--- src/rtl/char_match_scheduler_pkg.sv ---
// rtl/char_match_scheduler_pkg.sv - shared constants, error codes and FSM encoding for the character match scheduler
package char_match_pkg;

  localparam int NUM_CHARS  = 8;
  localparam int FEAT_W     = 40;
  localparam int LN_RES_W   = 8;
  localparam int CITY_RES_W = 16;
  localparam int SLOT_W     = $clog2(NUM_CHARS);

  localparam logic [CITY_RES_W-1:0] CITY_ERR = 16'hFFFF;
  localparam logic [LN_RES_W-1:0]   LN_ERR   = 8'hFF;

  typedef enum logic [2:0] {
    IDLE,
    ISSUE,
    WAIT,
    NEXT,
    PUBLISH
  } state_t;

endpackage

--- src/rtl/char_match_scheduler_if.sv ---
// rtl/char_match_scheduler_if.sv - request/response link between the scheduler and the shared matcher pair
interface char_match_scheduler_if;
  import char_match_pkg::*;

  logic [FEAT_W-1:0]     m_char;
  logic                  m_sel;
  logic                  m_valid;
  logic [CITY_RES_W-1:0] m_result;
  logic                  m_result_valid;

  modport master (
    output m_char, m_sel, m_valid,
    input  m_result, m_result_valid
  );

  modport slave (
    input  m_char, m_sel, m_valid,
    output m_result, m_result_valid
  );

endinterface

--- src/rtl/char_match_scheduler.sv ---
// rtl/char_match_scheduler.sv - time-multiplexes eight plate characters through one matcher pair and publishes results atomically
module char_match_scheduler
  import char_match_pkg::*;
#(
  parameter logic [1:0] TRIG_FRAME = 2'd0,
  parameter int         TIMEOUT    = 255
) (
  input  logic                  pixelclk,
  input  logic                  reset,
  input  logic                  i_vs,
  input  logic [1:0]            frame_cnt,
  input  logic [FEAT_W-1:0]     char1,
  input  logic [FEAT_W-1:0]     char2,
  input  logic [FEAT_W-1:0]     char3,
  input  logic [FEAT_W-1:0]     char4,
  input  logic [FEAT_W-1:0]     char5,
  input  logic [FEAT_W-1:0]     char6,
  input  logic [FEAT_W-1:0]     char7,
  input  logic [FEAT_W-1:0]     char8,
  char_match_scheduler_if.master m,
  output logic [CITY_RES_W-1:0] char_result1,
  output logic [LN_RES_W-1:0]   char_result2,
  output logic [LN_RES_W-1:0]   char_result3,
  output logic [LN_RES_W-1:0]   char_result4,
  output logic [LN_RES_W-1:0]   char_result5,
  output logic [LN_RES_W-1:0]   char_result6,
  output logic [LN_RES_W-1:0]   char_result7,
  output logic [LN_RES_W-1:0]   char_result8,
  output logic                  result_valid,
  output logic                  busy,
  output logic                  overrun,
  output logic                  timeout_err
);

  localparam int TCNT_W = $clog2(TIMEOUT);

  state_t                state, state_nxt;
  logic                  vs_d;
  logic                  trigger;
  logic [FEAT_W-1:0]     feat [NUM_CHARS];
  logic [SLOT_W-1:0]     slot;
  logic [SLOT_W-1:0]     ln_idx;
  logic [TCNT_W-1:0]     tcnt;
  logic                  timed_out;
  logic                  slot_empty;
  logic [CITY_RES_W-1:0] shadow_city;
  logic [LN_RES_W-1:0]   shadow_ln [NUM_CHARS-1];

  assign trigger    = i_vs && !vs_d && (frame_cnt == TRIG_FRAME);
  assign slot_empty = (feat[slot] == '0);
  assign ln_idx     = slot - SLOT_W'(1);
  // tcnt holds the number of WAIT cycles already spent, so this fires on the TIMEOUT-th one
  assign timed_out  = (tcnt == TCNT_W'(TIMEOUT - 1));

  always_ff @(posedge pixelclk) begin
    if (reset) state <= IDLE;
    else       state <= state_nxt;
  end

  always_comb begin
    state_nxt = state;
    unique case (state)
      IDLE:    if (trigger) state_nxt = ISSUE;
      ISSUE:   state_nxt = slot_empty ? NEXT : WAIT;
      WAIT:    if (m.m_result_valid || timed_out) state_nxt = NEXT;
      NEXT:    state_nxt = (slot == SLOT_W'(NUM_CHARS - 1)) ? PUBLISH : ISSUE;
      PUBLISH: state_nxt = IDLE;
      default: state_nxt = IDLE;
    endcase
  end

  always_ff @(posedge pixelclk) begin
    if (reset) begin
      vs_d         <= 1'b0;
      slot         <= '0;
      tcnt         <= '0;
      shadow_city  <= '0;
      m.m_char     <= '0;
      m.m_sel      <= 1'b0;
      m.m_valid    <= 1'b0;
      char_result1 <= '0;
      char_result2 <= '0;
      char_result3 <= '0;
      char_result4 <= '0;
      char_result5 <= '0;
      char_result6 <= '0;
      char_result7 <= '0;
      char_result8 <= '0;
      result_valid <= 1'b0;
      busy         <= 1'b0;
      overrun      <= 1'b0;
      timeout_err  <= 1'b0;
      for (int i = 0; i < NUM_CHARS; i++) feat[i] <= '0;
      for (int i = 0; i < NUM_CHARS - 1; i++) shadow_ln[i] <= '0;
    end else begin
      vs_d         <= i_vs;
      m.m_valid    <= 1'b0;
      result_valid <= 1'b0;
      // busy is still high during PUBLISH, so a trigger there is an overrun too
      overrun      <= trigger && busy;
      unique case (state)
        IDLE: begin
          if (trigger) begin
            feat[0]     <= char1;
            feat[1]     <= char2;
            feat[2]     <= char3;
            feat[3]     <= char4;
            feat[4]     <= char5;
            feat[5]     <= char6;
            feat[6]     <= char7;
            feat[7]     <= char8;
            slot        <= '0;
            timeout_err <= 1'b0;
            busy        <= 1'b1;
          end
        end
        ISSUE: begin
          if (slot_empty) begin
            if (slot == '0) shadow_city <= '0;
            else            shadow_ln[ln_idx] <= '0;
          end else begin
            m.m_char  <= feat[slot];
            m.m_sel   <= (slot != '0);
            m.m_valid <= 1'b1;
            tcnt      <= '0;
          end
        end
        WAIT: begin
          if (m.m_result_valid) begin
            if (slot == '0) shadow_city <= m.m_result;
            else            shadow_ln[ln_idx] <= m.m_result[LN_RES_W-1:0];
          end else if (timed_out) begin
            if (slot == '0) shadow_city <= CITY_ERR;
            else            shadow_ln[ln_idx] <= LN_ERR;
            timeout_err <= 1'b1;
          end else begin
            tcnt <= tcnt + TCNT_W'(1);
          end
        end
        NEXT: begin
          if (slot != SLOT_W'(NUM_CHARS - 1)) slot <= slot + SLOT_W'(1);
        end
        PUBLISH: begin
          char_result1 <= shadow_city;
          char_result2 <= shadow_ln[0];
          char_result3 <= shadow_ln[1];
          char_result4 <= shadow_ln[2];
          char_result5 <= shadow_ln[3];
          char_result6 <= shadow_ln[4];
          char_result7 <= shadow_ln[5];
          char_result8 <= shadow_ln[6];
          result_valid <= 1'b1;
          busy         <= 1'b0;
        end
        default: ;
      endcase
    end
  end

endmodule
--- src/flat_wrapper.sv ---
// flat-port wrapper written by rule: the top's interface ports become plain ports
module char_match_scheduler_flat import char_match_pkg::*;
#(
  parameter logic [1:0] TRIG_FRAME = 2'd0,
  parameter int         TIMEOUT    = 255
)
  (pixelclk, reset, i_vs, frame_cnt, char1, char2, char3, char4, char5, char6, char7, char8, char_result1, char_result2, char_result3, char_result4, char_result5, char_result6, char_result7, char_result8, result_valid, busy, overrun, timeout_err, m_m_char, m_m_sel, m_m_valid, m_m_result, m_m_result_valid);
  char_match_scheduler_if m_i ();
  input  logic pixelclk;
  input  logic reset;
  input  logic i_vs;
  input  logic [1:0] frame_cnt;
  input  logic [FEAT_W-1:0] char1;
  input  logic [FEAT_W-1:0] char2;
  input  logic [FEAT_W-1:0] char3;
  input  logic [FEAT_W-1:0] char4;
  input  logic [FEAT_W-1:0] char5;
  input  logic [FEAT_W-1:0] char6;
  input  logic [FEAT_W-1:0] char7;
  input  logic [FEAT_W-1:0] char8;
  output logic [CITY_RES_W-1:0] char_result1;
  output logic [LN_RES_W-1:0] char_result2;
  output logic [LN_RES_W-1:0] char_result3;
  output logic [LN_RES_W-1:0] char_result4;
  output logic [LN_RES_W-1:0] char_result5;
  output logic [LN_RES_W-1:0] char_result6;
  output logic [LN_RES_W-1:0] char_result7;
  output logic [LN_RES_W-1:0] char_result8;
  output logic result_valid;
  output logic busy;
  output logic overrun;
  output logic timeout_err;
  output wire logic [$bits(m_i.m_char)-1:0] m_m_char;
  output wire logic [$bits(m_i.m_sel)-1:0] m_m_sel;
  output wire logic [$bits(m_i.m_valid)-1:0] m_m_valid;
  input wire logic [$bits(m_i.m_result)-1:0] m_m_result;
  input wire logic [$bits(m_i.m_result_valid)-1:0] m_m_result_valid;
  assign m_m_char = m_i.m_char;
  assign m_m_sel = m_i.m_sel;
  assign m_m_valid = m_i.m_valid;
  assign m_i.m_result = m_m_result;
  assign m_i.m_result_valid = m_m_result_valid;
  char_match_scheduler #(.TRIG_FRAME(TRIG_FRAME), .TIMEOUT(TIMEOUT)) u_core (.pixelclk(pixelclk), .reset(reset), .i_vs(i_vs), .frame_cnt(frame_cnt), .char1(char1), .char2(char2), .char3(char3), .char4(char4), .char5(char5), .char6(char6), .char7(char7), .char8(char8), .m(m_i), .char_result1(char_result1), .char_result2(char_result2), .char_result3(char_result3), .char_result4(char_result4), .char_result5(char_result5), .char_result6(char_result6), .char_result7(char_result7), .char_result8(char_result8), .result_valid(result_valid), .busy(busy), .overrun(overrun), .timeout_err(timeout_err));
endmodule
--- config.mk ---
export PLATFORM = sky130hd
export DESIGN_NAME = char_match_scheduler_flat
export DESIGN_NICKNAME = d
export VERILOG_FILES = /design/src/rtl/char_match_scheduler_pkg.sv /design/src/rtl/char_match_scheduler_if.sv /design/src/rtl/char_match_scheduler.sv /design/src/flat_wrapper.sv
export SDC_FILE = /design/constraint.sdc
export NUM_CORES = 1
export LEC_CHECK = 0
export ABC_AREA = 1
export BUFFER_PORTS_ARGS = -buffer_cell sky130_fd_sc_hd__buf_2
export CORE_ASPECT_RATIO = 1.5
export CORE_UTILIZATION = 50
export DETAILED_ROUTE_END_ITERATION = 8
export PLACE_DENSITY = 0.79
export SLEW_MARGIN = 5
export SYNTH_ARGS = -nofsm -noshare
export SYNTH_HDL_FRONTEND = slang
export SYNTH_SLANG_ARGS = --single-unit
export TNS_END_PERCENT = 30
--- constraint.sdc ---
create_clock -name pixelclk -period 14.06 [get_ports pixelclk]
set_input_delay 2.109 -clock pixelclk [delete_from_list [all_inputs] [get_ports pixelclk]]
set_output_delay 2.109 -clock pixelclk [all_outputs]
set_load 0.1 [all_outputs]
==> results of run 1 <==
state kept, by name (all words and copies together), names as in the netlist, 3 cells and up, named ones only:
register	flops
u_core.m.m_char	40
u_core.shadow_ln	56
u_core.char_result1	16
u_core.state	3
u_core.shadow_city	16
u_core.tcnt	8
u_core.slot	3
char_result3	8
char_result6	8
char_result7	8
char_result4	8
char_result2	8
char_result5	8
char_result8	8
u_core.feat	320
path summary, 6_finish.rpt:
path                                       start                          endpoint  slack [ps]
max reg2reg                             register  u_core.shadow_ln[5][5]$_DFFE_PP_        9280
max                                 frame_cnt[1]  u_core.feat[0][20]$_SDFFCE_PN0P_        8250
min          u_core.shadow_ln[6][3]$_SDFFE_PP0P_      char_result8[3]$_SDFFE_PP0P_         460
min reg2reg  u_core.shadow_ln[6][3]$_SDFFE_PP0P_      char_result8[3]$_SDFFE_PP0P_         460
power by group:
| group | internal (mW) | switching, mW | leakage [nW] | total, mW |
|---|---|---|---|---|
| Combinational | 0.111 | 0.350 | 7.35 | 0.461 |
| Clock | 0.809 | 0.577 | 0.817 | 1.39 |
| Sequential | 1.76 | 0.0363 | 5.12 | 1.80 |
cells by family (layout without fill, tap and decap cells):
kind of cell | Yosys count | in the layout | synth area share [%]
flip-flops | 528 | 528 | 60.9
other | 0 | 2 | 0
adder cells (fa/ha/maj) | 6 | 6 | 0.321
AND/OR/NAND/NOR | 1238 | 1238 | 21.1
buffers and inverters | 617 | 1035 | 10.5
XOR/XNOR | 5 | 5 | 0.187
AO/OA/AOI/OAI | 316 | 316 | 6.98
worst max-delay path: stages:
cell,delay [ps]
buf_2,100
nor4_1,460
inv_1,160
nor2_1,240
inv_1,160
nand2_4,790
buf_4,910
buf_4,950
cells in the final DEF (no fill, tap or decap), types with 8 or more instances in the layout:
cell type	n
a21oi_1	45
a31oi_1	22
buf_2	458
buf_4	17
clkbuf_1	13
clkbuf_16	51
clkinv_2	8
dfxtp_1	157
edfxtp_1	368
inv_1	462
nand2_1	350
nand3_1	96
nand4_1	12
nor2_1	749
nor3_1	12
o21ai_0	174
o21ai_1	63
layer usage:
metal,share of wire [%],global-route usage (%)
met1,38,30.5
met2,50,43.8
met3,5.8,2.95
met4,6.8,17.0
met5,0,0
cell type report:
| class | instances | area share, % |
|---|---|---|
| Antenna cell | 2 | 0.0182 |
| Clock inverter | 21 | 0.972 |
| Clock buffer | 70 | 5.11 |
| Tap cell | 588 | 2.67 |
| Timing Repair Buffer | 475 | 8.78 |
| Sequential cell | 528 | 51.8 |
| Multi-Input combinational cell | 1565 | 24.3 |
| Inverter | 469 | 6.41 |
through the flow:
stage / util, % / area (um^2) / worst slack, ps / hold WS, ps
2_1_floorplan: - / 23400 / 3610 / 430
3_3_place_gp: 56.3 / 25900 / 7720 / 444
3_5_place_dp: 56.3 / 25900 / 7680 / 446
4_1_cts: 59.9 / 27600 / 8270 / 460
5_1_grt: 59.9 / 27600 / 8030 / 497
6_report: 59.9 / 27600 / 8250 / 459
==> results.ini, run 1 <==
[placement]
place_hpwl_um = 41800
placedCellCount = 3625
port-buffer-count = 459
routabilityCongestion = 0.895

[timing]
slew_violations = 0
fin_crit_sh_pct = 41.3
rsz0062_at_grt = false
slew_headroom_pct = 19.5
fin_crit_ps = 5810
fmax_ghz = 0.172
timing.final.hold_violations = 0
fin_worst_skew_ps = 33.0
setup_viol = 0
tightest_slew_ps = 1210
tns_ps = 0

[yosys]
synth_cells = 2710
synth_ff_type = edfxtp_1
yosysWarnings = 0
yosysTopAreaCell = edfxtp_1
syn_nets = 3058
yosysUniqueCellTypes = 38
async_flop_share_pct = 0
yosysSeqAreaShare_pct = 60.9
synth_common_cells = nor2_1, inv_1, edfxtp_1
yosysMostFrequentCell = nor2_1
synthTopCellsByArea = edfxtp_1, dfxtp_1, nor2_1, inv_1, nand2_1
yosysTopAreaCellShare_pct = 47.2
synth_edf_count = 368
netlist_area_um2 = 23400
synth_seq_cells = 528
syn_avg_cell_area_um2 = 8.63

[setup_path]
arrival_ps = 6000
path_class = input port to register
rr_worst_depth = 15
startpoint_type = input port
critPathMaxFanout = 87
end_kind = register
crit_required_ps = 14250

[clock_tree]
hold_buffers = 0
worstSkewPairLatency_ps = 570
cts_max_path_buffers = 3
cts_setup_buffers = 0
cts_resized = 0
cts_tree = yes
cts_root_buffer = clkbuf_16
cts_buffers = 49
clock-sinks = 528
clk_pin_slew_ps = 70
h-tree-depth = 2

[global_route]
grt_max_degree = 114
gr-total-overflow = 0
track_usage_pct = 25.7
grt_pass1_wl_um = 93700
antenna_found_initial = 2
grt_pass1_vias = 17900

[finish]
nFillCells = 3911
multiInputGateArea_um2 = 6690
seq_area_um2 = 14300
drive_above_1_share_pct = 18.4
fin_nets = 3436
area_growth_syn_to_layout_pct = 17.8
final_cells = 3718

[floorplan]
dieArea_um2 = 47700
die_height_um = 267
io_pins = 460
core_um2 = 46000
num_rows = 96
die_w_um = 179
start_util_pct = 50.8

[detailed_routing]
dr.pass1.iters = 5
vias = 18900
drc = 0
ant_nets = 0
avgRoutedWirePerCell_um = 16.7
drt_iter0_markers = 1713
routed_wl_um = 62000
viasPerCell = 5.08

[pwr]
design_power_total_mw = 3.65
leakagePower_nw = 13.3
powerDensity_nw_per_um2 = 132
ir_drop_mv = 0.0867

[worst_hold_path]
min_path_cells = 2
hold_path.class = register to register

[flow_run]
cap_violations = 0

[run_status]
status = finished clean

(Power assumes the default switching activity.)
==> run 2: changes to the inputs <==
ABC_AREA = 0   (was 1)
PLACE_DENSITY = 0.82   (was 0.79)
clock period = 4.8 ns   (was 14.06 ns; I/O delays follow)
==> run 2 against run 1 <==
Non-clock buffer count is 8 higher; die area is 1.1% lower; register-to-register slack got worse by 8700 ps; setup slack lost 7600 ps; global-route usage rose by 0.59 points; combinational power grew to 2.7 times the previous value; final area about the same; final cell count is 21% lower; flip-flop and latch count unchanged.
==> results.ini, run 2 <==
[run_status]
status = finished clean

[worst_hold_path]
hold_path.class = input port to register
min_path_cells = 2  ; unchanged
min_to = u_core.vs_d$_SDFF_PP0_
min_from = i_vs

[floorplan]
start_util_pct = 50.7  ; -0.18 points
core_um2 = 45600  ; -0.78%
die_w_um = 178  ; -0.56%
io_pins = 460  ; unchanged
num_rows = 96  ; unchanged
die_height_um = 265  ; -0.57%
dieArea_um2 = 47100  ; -1.1%

[pwr]
ir_drop_mv = 0.315  ; +260%
p_sw_share_pct = 25.8  ; -0.63 points
leakagePower_nw = 10.8  ; -19%
design_power_total_mw = 10.5  ; +190%
power_switching_mw = 2.69  ; +180%
p_clk_share_pct = 37.4  ; -0.6 points
internal_power_mw = 7.76  ; +190%
power_frac_seq_pct = 50.6  ; +1.3 points
p_comb_share_pct = 12.0  ; -0.6 points
powerDensity_nw_per_um2 = 379  ; +190%

[global_route]
antenna_found_initial = 19  ; +17
grt_pass1_vias = 16200  ; -9.6%
track_usage_pct = 26.3  ; +0.59 points
grt_pass1_wl_um = 92800  ; -0.99%
grt_max_degree = 241  ; +110%
gr-total-overflow = 0  ; unchanged

[placement]
port-buffer-count = 459  ; unchanged
routabilityCongestion = 0.863  ; -3.6%
dpl-instance-area_um2 = 25900  ; +0.15%
place_hpwl_um = 45800  ; +9.5%

[finish]
largest_reg_flops = 320  ; unchanged
area_growth_syn_to_layout_pct = 19.2
nFillCells = 3584  ; -8.4%
stdcell_area_um2 = 27600  ; about the same
drive_above_1_share_pct = 28.1  ; +9.7 points
seq_area_um2 = 14300  ; about the same
reg_top3 = u_core.feat: 320 flops, u_core.shadow_ln: 56 flops, u_core.m.m_char: 40 flops
layout_common_cells = buf_2, edfxtp_1, and2_1
regMostFlops = u_core.feat
layout_commonest_cell = buf_2
multiInputGateArea_um2 = 8190  ; +22%
fin_nets = 2653  ; -23%

[detailed_routing]
routed_wl_um = 63400  ; +2.3%
vias = 16500  ; -12%
viasPerCell = 5.61  ; +10%
drt_iter0_markers = 1678  ; -2.0%
drc = 0  ; unchanged
dr.pass1.iters = 5  ; unchanged
avgRoutedWirePerCell_um = 21.5  ; +29%
ant_nets = 0  ; unchanged

[timing]
fin_crit_ps = 4190
timing.final.hold_violations = 0  ; unchanged
slew_violations = 0  ; unchanged
whs_ps = 417  ; -41.3 ps
fin_crit_sh_pct = 87.3
tns_ps = 0  ; unchanged
rsz0062_at_grt = false
slew_headroom_pct = 13.5  ; -6.0 points
setup_viol = 0  ; unchanged
fin_worst_skew_ps = 22.5  ; -10.6 ps
tightest_slew_ps = 1300  ; +90.7 ps
fmax_ghz = 0.239

[yosys]
yosysWarnings = 0  ; unchanged
yosysSeqAreaShare_pct = 61.6  ; +0.70 points
yosysTopAreaCellShare_pct = 47.8  ; +0.54 points
synth_seq_cells = 528  ; unchanged
yosysUniqueCellTypes = 67  ; +76%
synth_common_cells = edfxtp_1, and2_1, nand2_1
yosysTopAreaCell = edfxtp_1
synth_edf_count = 368  ; unchanged
synth_ff_type = edfxtp_1
yosysMostFrequentCell = edfxtp_1
netlist_area_um2 = 23100  ; -1.1%
synth_cells = 1900  ; -30%
synthTopCellsByArea = edfxtp_1, dfxtp_1, mux4_2, and2_1, nand2_1
syn_nets = 2248  ; -26%
async_flop_share_pct = 0  ; unchanged
syn_avg_cell_area_um2 = 12.2  ; +41%

[clock_tree]
cts_max_path_buffers = 3  ; unchanged
clock-sinks = 528  ; unchanged
clk_pin_slew_ps = 70  ; about the same
cts_buffers = 48  ; -2.0%
worstSkewPairLatency_ps = 570  ; about the same
cts_root_buffer = clkbuf_16
hold_buffers = 0  ; unchanged
cts_setup_buffers = 0  ; unchanged
cts_tree = yes
h-tree-depth = 2  ; unchanged
cts_resized = 0  ; unchanged

[setup_path]
end_kind = register
crit_required_ps = 5020  ; -9230 ps
arrival_ps = 4410  ; -1590 ps
startpoint_type = register
cp_slowest_cell = dfxtp_4
critPathMaxFanout = 42  ; -52%
cpPeakStageDelay_ps = 830  ; -120 ps
ff2ff_setup_slack_ps = 610  ; -8670 ps
path_class = register to register
r2r_end = u_core.shadow_ln[0][2]$_SDFFCE_PN0P_
rr_worst_depth = 8  ; -7
crit_chain = buf_4 -> mux2i_1 -> nand3_1 -> a311oi_1 -> o221ai_2 -> nor4_4 -> a311o_1 -> o21a_1

[flow_run]
cap_violations = 0  ; unchanged

## run 2: critical path: cells and delay by family (launching register included)
kind	cells	cell delay [ps]
multiplexers	1	290
AND/OR/NAND/NOR	2	590
flip-flops	1	830
buffers and inverters	1	490
AO/OA/AOI/OAI	4	1630
## run 2: cell families (layout without fill, tap and decap cells)
family | count (synthesis) | after routing | share of synthesized area [%]
simple gates | 820 | 820 | 18.1
flops | 528 | 528 | 61.6
compound gates | 237 | 237 | 6.69
buf+inv | 171 | 614 | 3.09
mux | 129 | 129 | 9.76
xor+xnor | 9 | 9 | 0.341
fa+ha+maj | 6 | 6 | 0.325
other cells | 0 | 19 | 0
## run 2: power groups by stage
stage / clock, mW / sequential [mW] / combinational, mW
detailed placement: 0 / 5.38 / 1.25
global placement: 0 / 5.36 / 1.23
finish: 3.91 / 5.28 / 1.25
global route: 4.12 / 5.30 / 1.32
floorplan: 0 / 5.65 / 0.543
CTS: 3.96 / 5.28 / 1.25
## run 2: area by class of cell
cell class / instances / share of cell area [%]
Antenna cell: 19 / 0.172
Clock buffer: 63 / 4.83
Clock inverter: 25 / 0.971
Inverter: 43 / 0.586
Multi-Input combinational cell: 1201 / 29.7
Sequential cell: 528 / 51.8
Tap cell: 588 / 2.67
Timing Repair Buffer: 483 / 9.30
## run 2: routing by layer
metal / vias to the layer above / global-route usage, % / share of wire (%)
li1: 7590 / - / -
met1: 7916 / 30.5 / 36
met2: 878 / 46.8 / 52
met3: 163 / 3.20 / 6.6
met4: 0 / 14.6 / 5.3
met5: - / 0 / 0
## run 2: per-stage QoR
step	setup slack [ps]	utilization [%]	cells
after floorplan	627	-	1900
after global placement	748	56.8	2843
after detailed placement	612	56.8	2843
after CTS	598	60.3	2931
after global routing	370	60.4	2950
final	610	60.4	2950
## run 2: how the worst max path moves through the flow
stage                                           end         start  cells after the start
5_1_grt            u_core.shadow_ln[5][6]$_DFFE_PP_      register                      8
4_1_cts            u_core.shadow_ln[5][5]$_DFFE_PP_      register                      8
3_5_place_dp   u_core.shadow_ln[0][2]$_SDFFCE_PN0P_      register                      8
3_3_place_gp   u_core.shadow_ln[3][5]$_SDFFCE_PN0P_      register                      8
2_1_floorplan       u_core.feat[0][0]$_SDFFCE_PN0P_  frame_cnt[1]                      3
6_report       u_core.shadow_ln[0][2]$_SDFFCE_PN0P_      register                      8
